File: src/rtl/pipe_pkg.sv
// Shared types and constants for the pipeline stage registers.
//   skid_state_e    : occupancy state of a two-entry skid stage
//   NOP_INSN        : RV32I canonical NOP (ADDI x0,x0,0), the default bubble payload
//   *_bundle_t      : packed stage bundles; instantiate a stage with DATA_W = $bits(bundle)
package pipe_pkg;

  typedef enum logic [1:0] {
    EMPTY = 2'd0,
    ONE   = 2'd1,
    FULL  = 2'd2
  } skid_state_e;

  localparam logic [31:0] NOP_INSN = 32'h0000_0013;

  // IF/ID bundle: instruction word plus the PC it was fetched from.
  typedef struct packed {
    logic [31:0] pc;
    logic [31:0] instr;
  } if_id_bundle_t;

  // ID/EX bundle: decoded operands plus a small control field.
  typedef struct packed {
    logic [31:0] pc;
    logic [7:0]  ctrl;
    logic [31:0] rs1_val;
    logic [31:0] rs2_val;
  } id_ex_bundle_t;

endpackage

File: src/rtl/sat_counter.sv
// Saturating up-counter used for stage performance monitoring.
//   clk   : clock, rising edge
//   rst   : synchronous reset, active-high, clears the count
//   inc   : count this cycle
//   count : current value; sticks at all-ones instead of wrapping
module sat_counter #(
  parameter int CNT_W = 16
) (
  input  logic             clk,
  input  logic             rst,
  input  logic             inc,
  output logic [CNT_W-1:0] count
);

  always_ff @(posedge clk) begin
    if (rst) begin
      count <= '0;
    end else if (inc && (count != '1)) begin
      count <= count + CNT_W'(1);
    end
  end

endmodule

File: src/rtl/pipe_stage_skid.sv
// Inter-stage pipeline register with a two-entry skid buffer.
//
// Handshake: a word moves across an interface on a rising edge where its
// valid and ready are both high (acc upstream, take downstream). Once valid
// is raised the payload is held stable until taken. o_in_rdy and o_out_vld
// both come straight from the state register, so back-pressure never forms a
// combinational path from i_out_rdy to o_in_rdy.
//
// Ports:
//   i_clk, i_rst        : clock (rising edge), synchronous active-high reset
//   i_flush             : drop both entries and same-cycle input, insert bubble
//   i_in_vld / o_in_rdy / i_in_data    : upstream side
//   o_out_vld / i_out_rdy / o_out_data : downstream side (o_out_data = main)
//   o_occupancy         : entries held (0..2), mirrors the FSM state
//   o_stall_cnt         : saturating count of o_out_vld & !i_out_rdy cycles
//   o_flush_cnt         : saturating count of i_flush cycles
module pipe_stage_skid
  import pipe_pkg::*;
#(
  parameter int                DATA_W     = 32,
  parameter logic [DATA_W-1:0] BUBBLE_VAL = DATA_W'(NOP_INSN),
  parameter logic [DATA_W-1:0] FLUSH_MASK = '1,
  parameter int                CNT_W      = 16
) (
  input  logic              i_clk,
  input  logic              i_rst,
  input  logic              i_flush,
  input  logic              i_in_vld,
  output logic              o_in_rdy,
  input  logic [DATA_W-1:0] i_in_data,
  output logic              o_out_vld,
  input  logic              i_out_rdy,
  output logic [DATA_W-1:0] o_out_data,
  output logic [1:0]        o_occupancy,
  output logic [CNT_W-1:0]  o_stall_cnt,
  output logic [CNT_W-1:0]  o_flush_cnt
);

  skid_state_e       state_q, state_d;
  logic [DATA_W-1:0] main_q;
  logic [DATA_W-1:0] skid_q;
  logic              acc, take;
  logic              load_main_in, load_main_skid, load_skid_in;

  assign o_in_rdy   = (state_q != FULL);
  assign o_out_vld  = (state_q != EMPTY);
  assign o_out_data = main_q;
  assign acc        = i_in_vld & o_in_rdy;
  assign take       = o_out_vld & i_out_rdy;

  always_ff @(posedge i_clk) begin
    if (i_rst) state_q <= EMPTY;
    else       state_q <= state_d;
  end

  always_comb begin
    state_d        = state_q;
    load_main_in   = 1'b0;
    load_main_skid = 1'b0;
    load_skid_in   = 1'b0;
    case (state_q)
      EMPTY: begin
        if (acc) begin
          load_main_in = 1'b1;
          state_d      = ONE;
        end
      end
      ONE: begin
        if (acc && take) begin
          load_main_in = 1'b1;
        end else if (acc) begin
          load_skid_in = 1'b1;
          state_d      = FULL;
        end else if (take) begin
          // Main keeps its last payload; only the valid drops.
          state_d = EMPTY;
        end
      end
      FULL: begin
        if (take) begin
          load_main_skid = 1'b1;
          state_d        = ONE;
        end
      end
      default: state_d = EMPTY;
    endcase
    // Flush overrides every handshake move; the input is simply not captured.
    if (i_flush) begin
      state_d        = EMPTY;
      load_main_in   = 1'b0;
      load_main_skid = 1'b0;
      load_skid_in   = 1'b0;
    end
  end

  always_ff @(posedge i_clk) begin
    if (i_rst) begin
      main_q <= BUBBLE_VAL;
      skid_q <= BUBBLE_VAL;
    end else if (i_flush) begin
      // Masked bits become the bubble; unmasked bits (e.g. PC) keep their value.
      main_q <= (main_q & ~FLUSH_MASK) | (BUBBLE_VAL & FLUSH_MASK);
    end else begin
      if (load_main_in)   main_q <= i_in_data;
      if (load_main_skid) main_q <= skid_q;
      if (load_skid_in)   skid_q <= i_in_data;
    end
  end

  always_comb begin
    o_occupancy = 2'd0;
    case (state_q)
      ONE:     o_occupancy = 2'd1;
      FULL:    o_occupancy = 2'd2;
      default: o_occupancy = 2'd0;
    endcase
  end

  sat_counter #(.CNT_W(CNT_W)) u_stall_cnt (
    .clk   (i_clk),
    .rst   (i_rst),
    .inc   (o_out_vld & ~i_out_rdy),
    .count (o_stall_cnt)
  );

  sat_counter #(.CNT_W(CNT_W)) u_flush_cnt (
    .clk   (i_clk),
    .rst   (i_rst),
    .inc   (i_flush),
    .count (o_flush_cnt)
  );

endmodule
File: config.mk
export PLATFORM = sky130hd
export DESIGN_NAME = pipe_stage_skid
export DESIGN_NICKNAME = d
export VERILOG_FILES = /design/src/rtl/pipe_pkg.sv /design/src/rtl/sat_counter.sv /design/src/rtl/pipe_stage_skid.sv
export SDC_FILE = /design/constraint.sdc
export NUM_CORES = 1
export LEC_CHECK = 0
export ABC_AREA = 1
export CAP_MARGIN = 20
export CORE_MARGIN = 3
export CORE_UTILIZATION = 25
export DETAILED_ROUTE_END_ITERATION = 10
export PLACE_DENSITY_LB_ADDON = 0.15
export SYNTH_ARGS = -nofsm -noshare
export SYNTH_HDL_FRONTEND = slang
export SYNTH_SLANG_ARGS = --single-unit
File: constraint.sdc
create_clock -name i_clk -period 1.9 [get_ports i_clk]
set_clock_uncertainty 0.1 [all_clocks]
set_input_delay 0.285 -clock i_clk [delete_from_list [all_inputs] [get_ports i_clk]]
set_output_delay 0.285 -clock i_clk [all_outputs]
set_load 0.02 [all_outputs]
==> impl_results.md <==
* Worst R2R End: u_stall_cnt.count[13]
* DRT Pass-1 Iters at 6
* Placed inst area at ~6400 um^2
* Layout cells sized above 1 at a little over 9%
* Pre-CTS setup slack at -0.0434 ns
* Slowest stage delay, CP at between 0.6 and 0.7 ns
* Worst r2r src: u_stall_cnt.count[1]
* Critical Path Start: u_stall_cnt.count[12]
* Relative slew slack at between 70% and 80%
* Largest net degree at the start of global routing at 54
* #FFs+latches synth at just under 100
* Hold Buf Count CTS at 0
* VDD IR max at 435 uV
* # diodes at 0
* Worst-path clk slew at 0.07 ns
* Core Region at approximately 19000 um^2
* Hold slack final at between 0.3 and 0.4 ns
* Num CTS Buffers at 9
* Final Hold Viols at 0
* Pwr dens at between 600 and 700 nW/um^2
* Min-Delay Endpoint: skid_q[26]
* Critical setup path kind: reg2out
* Post-CTS Setup Inserts at 0
* Post-layout min period at roughly 1.8 ns
* Element type at the critical path start: register
* CTS max path bufs at 2
* Vias in the first global route at around 4200
* # DRC at 0
* Worst Hold Class: reg2reg
* Final worst-path cycle share at between 90% and 100%
* Sequential area share after synthesis at 40.8%
* Arr. time, crit path at between 1 and 1.5 ns
* Die X at around 140 um
* Port Buffers at around 100
* Resize count post-CTS at 4
* H-tree Lvls at 3
* Crit-path slowest cell: clkdlybuf4s50_1
* Worst slew pin tran at 0.432 ns
* RD Place Congestion at ~0.76
* Status: finished clean
* Chip Height at 145 um
* Syn Area/Cell at between 6 and 7 um^2
* CTS tree: yes
* WP buf/inv at 1
* Initial DRC count at approximately 250
* WL final at 13.6 mm
* Final Max Tran Viols at 0
* Worst setup margin at between 0.06 and 0.07 ns
* DP Wirelength at between 9 and 10 mm
* Worst hold stages at 2
* Total of max-cap violations at 0
* Die area at between 20000 and 25000 um^2
* Synth Instances at slightly above 700
* Remaining global-route overflow at 0
* Reg2Reg Depth at 9
* Crit Path Max Fanout at 5
* Post-DRT Antenna Nets at 0
* # fillers at 2058
* Worst endpoint required time at around 1.5 ns
* Commonest non-fill, non-tap cells in the layout: nand2_1, dfxtp_1, clkdlybuf4s50_1
* FF-to-FF setup slack at between 0.15 and 0.2 ns
* Worst path top cell family by delay: buffers and inverters
* Yosys warns at 0
* GR Util All Layers at between 10% and 20%
* Post-synth cell types at 28
* IO Count at between 100 and 150
* DR vias at 4699
* Post-Syn Nets at 753
* Finished Cell Area at roughly 6800 um^2
* Vias per cell at approximately 4.4
* Clk Tree Root Cell: clkbuf_16
* Lkg Pwr at 0.00273 uW
* Max frequency at 0.546 GHz
* Final Setup Violations at 0
* Worst hold start: skid_q[26]
* First-pass GRT wire length at approximately 22 mm
* Post-layout util at between 30% and 40%
* Mapped Area at approximately 4800 um^2
* Wirelength per Cell at approximately 13 um
* Syn-to-layout area delta at 40.6%
* Most common cell after layout, fill and taps aside: nand2_1
* CP Depth at 1
* Initial antenna violation count at 0
* Num rows at 50
* Crit-path cells: clkdlybuf4s50_1
* Critical Path End Type: primary output
* Later-pin clock latency in the skew report at 0.36 ns
* Sink Count at around 100
* Final #Nets at between 800 and 900
* Unrepaired setup endpoints after global routing: false
* Initial Util at between 20% and 30%
==> cell type report <==
| class | instances | area (um^2) | area share [%] |
|---|---|---|---|
| multi-input combinational | 511 | 2430 | 36.0 |
| sequential | 98 | 1960 | 29.0 |
| timing repair buffer | 153 | 1500 | 22.2 |
| tap | 234 | 293 | 4.33 |
| inverter | 68 | 255 | 3.78 |
| clock buffer | 10 | 239 | 3.54 |
| clock inverter | 6 | 76.3 | 1.13 |
==> state kept, by name, summed over array words and instances, names as in the netlist <==
register,count
o_out_data,32
u_flush_cnt.count,16
u_stall_cnt.count,16
skid_q,32
state_q,2
==> report_power, final <==
group,switching (uW),internal [uW],leakage [uW]
sequential,22.6,2100,0.000794
clock,912,1090,0.000156
combinational,273,252,0.00178
==> stage by stage <==
stage               std cells  total power (uW)  TNS [ns]
floorplan                 714              2420         0
global placement         1064              2700   -0.0646
detailed placement       1064              2700    -0.275
CTS                      1080              4740         0
global route             1080              4880         0
finish                   1080              4640         0
==> Yosys cell counts, drive strengths merged <==
cell | count | share of area (%)
o22ai | 1 | 0.13
xnor2 | 8 | 1.5
o21ai | 76 | 8.0
clkbuf | 19 | 1.5
xor2 | 4 | 0.73
buf | 18 | 2.5
nor3 | 3 | 0.55
nor3b | 1 | 0.16
a21oi | 82 | 8.5
dfxtp | 98 | 41
o2111ai | 1 | 0.31
nand4 | 8 | 1.0
ha | 2 | 0.52
nand3b | 24 | 3.8
nand3 | 20 | 2.2
a21boi | 1 | 0.23
nand2 | 192 | 15
nor2 | 88 | 7.2
inv | 68 | 5.3
==> per-layer routing <==
layer  part of all wire, %  track usage, %
met1                    51            19.4
met2                    44            20.0
met3                   3.3            2.15
met4                   1.7            5.15
met5                     0               0
==> worst max path at each step <==
stage	to
floorplan	u_stall_cnt.count[0]
global placement	u_flush_cnt.count[11]
detailed placement	u_flush_cnt.count[15]
CTS	o_stall_cnt[12]
global route	o_flush_cnt[9]
finish	o_stall_cnt[12]
==> cells by family (layout without fill, tap and decap cells) <==
logic type / after synthesis / count (layout) / synth area share [%]
adders and majority gates: 2 / 2 / 0.521
buffers and inverters: 105 / 237 / 9.30
AOI/OAI and AO/OA: 161 / 161 / 17.2
and+or+nand+nor: 336 / 336 / 29.9
xor gates and xnor gates: 12 / 12 / 2.19
DFF: 98 / 98 / 40.8
==> worst register-to-register path: stages (launching register included) <==
cell and delay [ns]:
dfxtp_1 0.42, ha_1 0.20, nand3_1 0.12, inv_1 0.09, nand2_1 0.08, o21ai_2 0.20, inv_1 0.10, buf_12 0.15
nand2_1 0.07, a21oi_1 0.06
(Power assumes the default switching activity.)
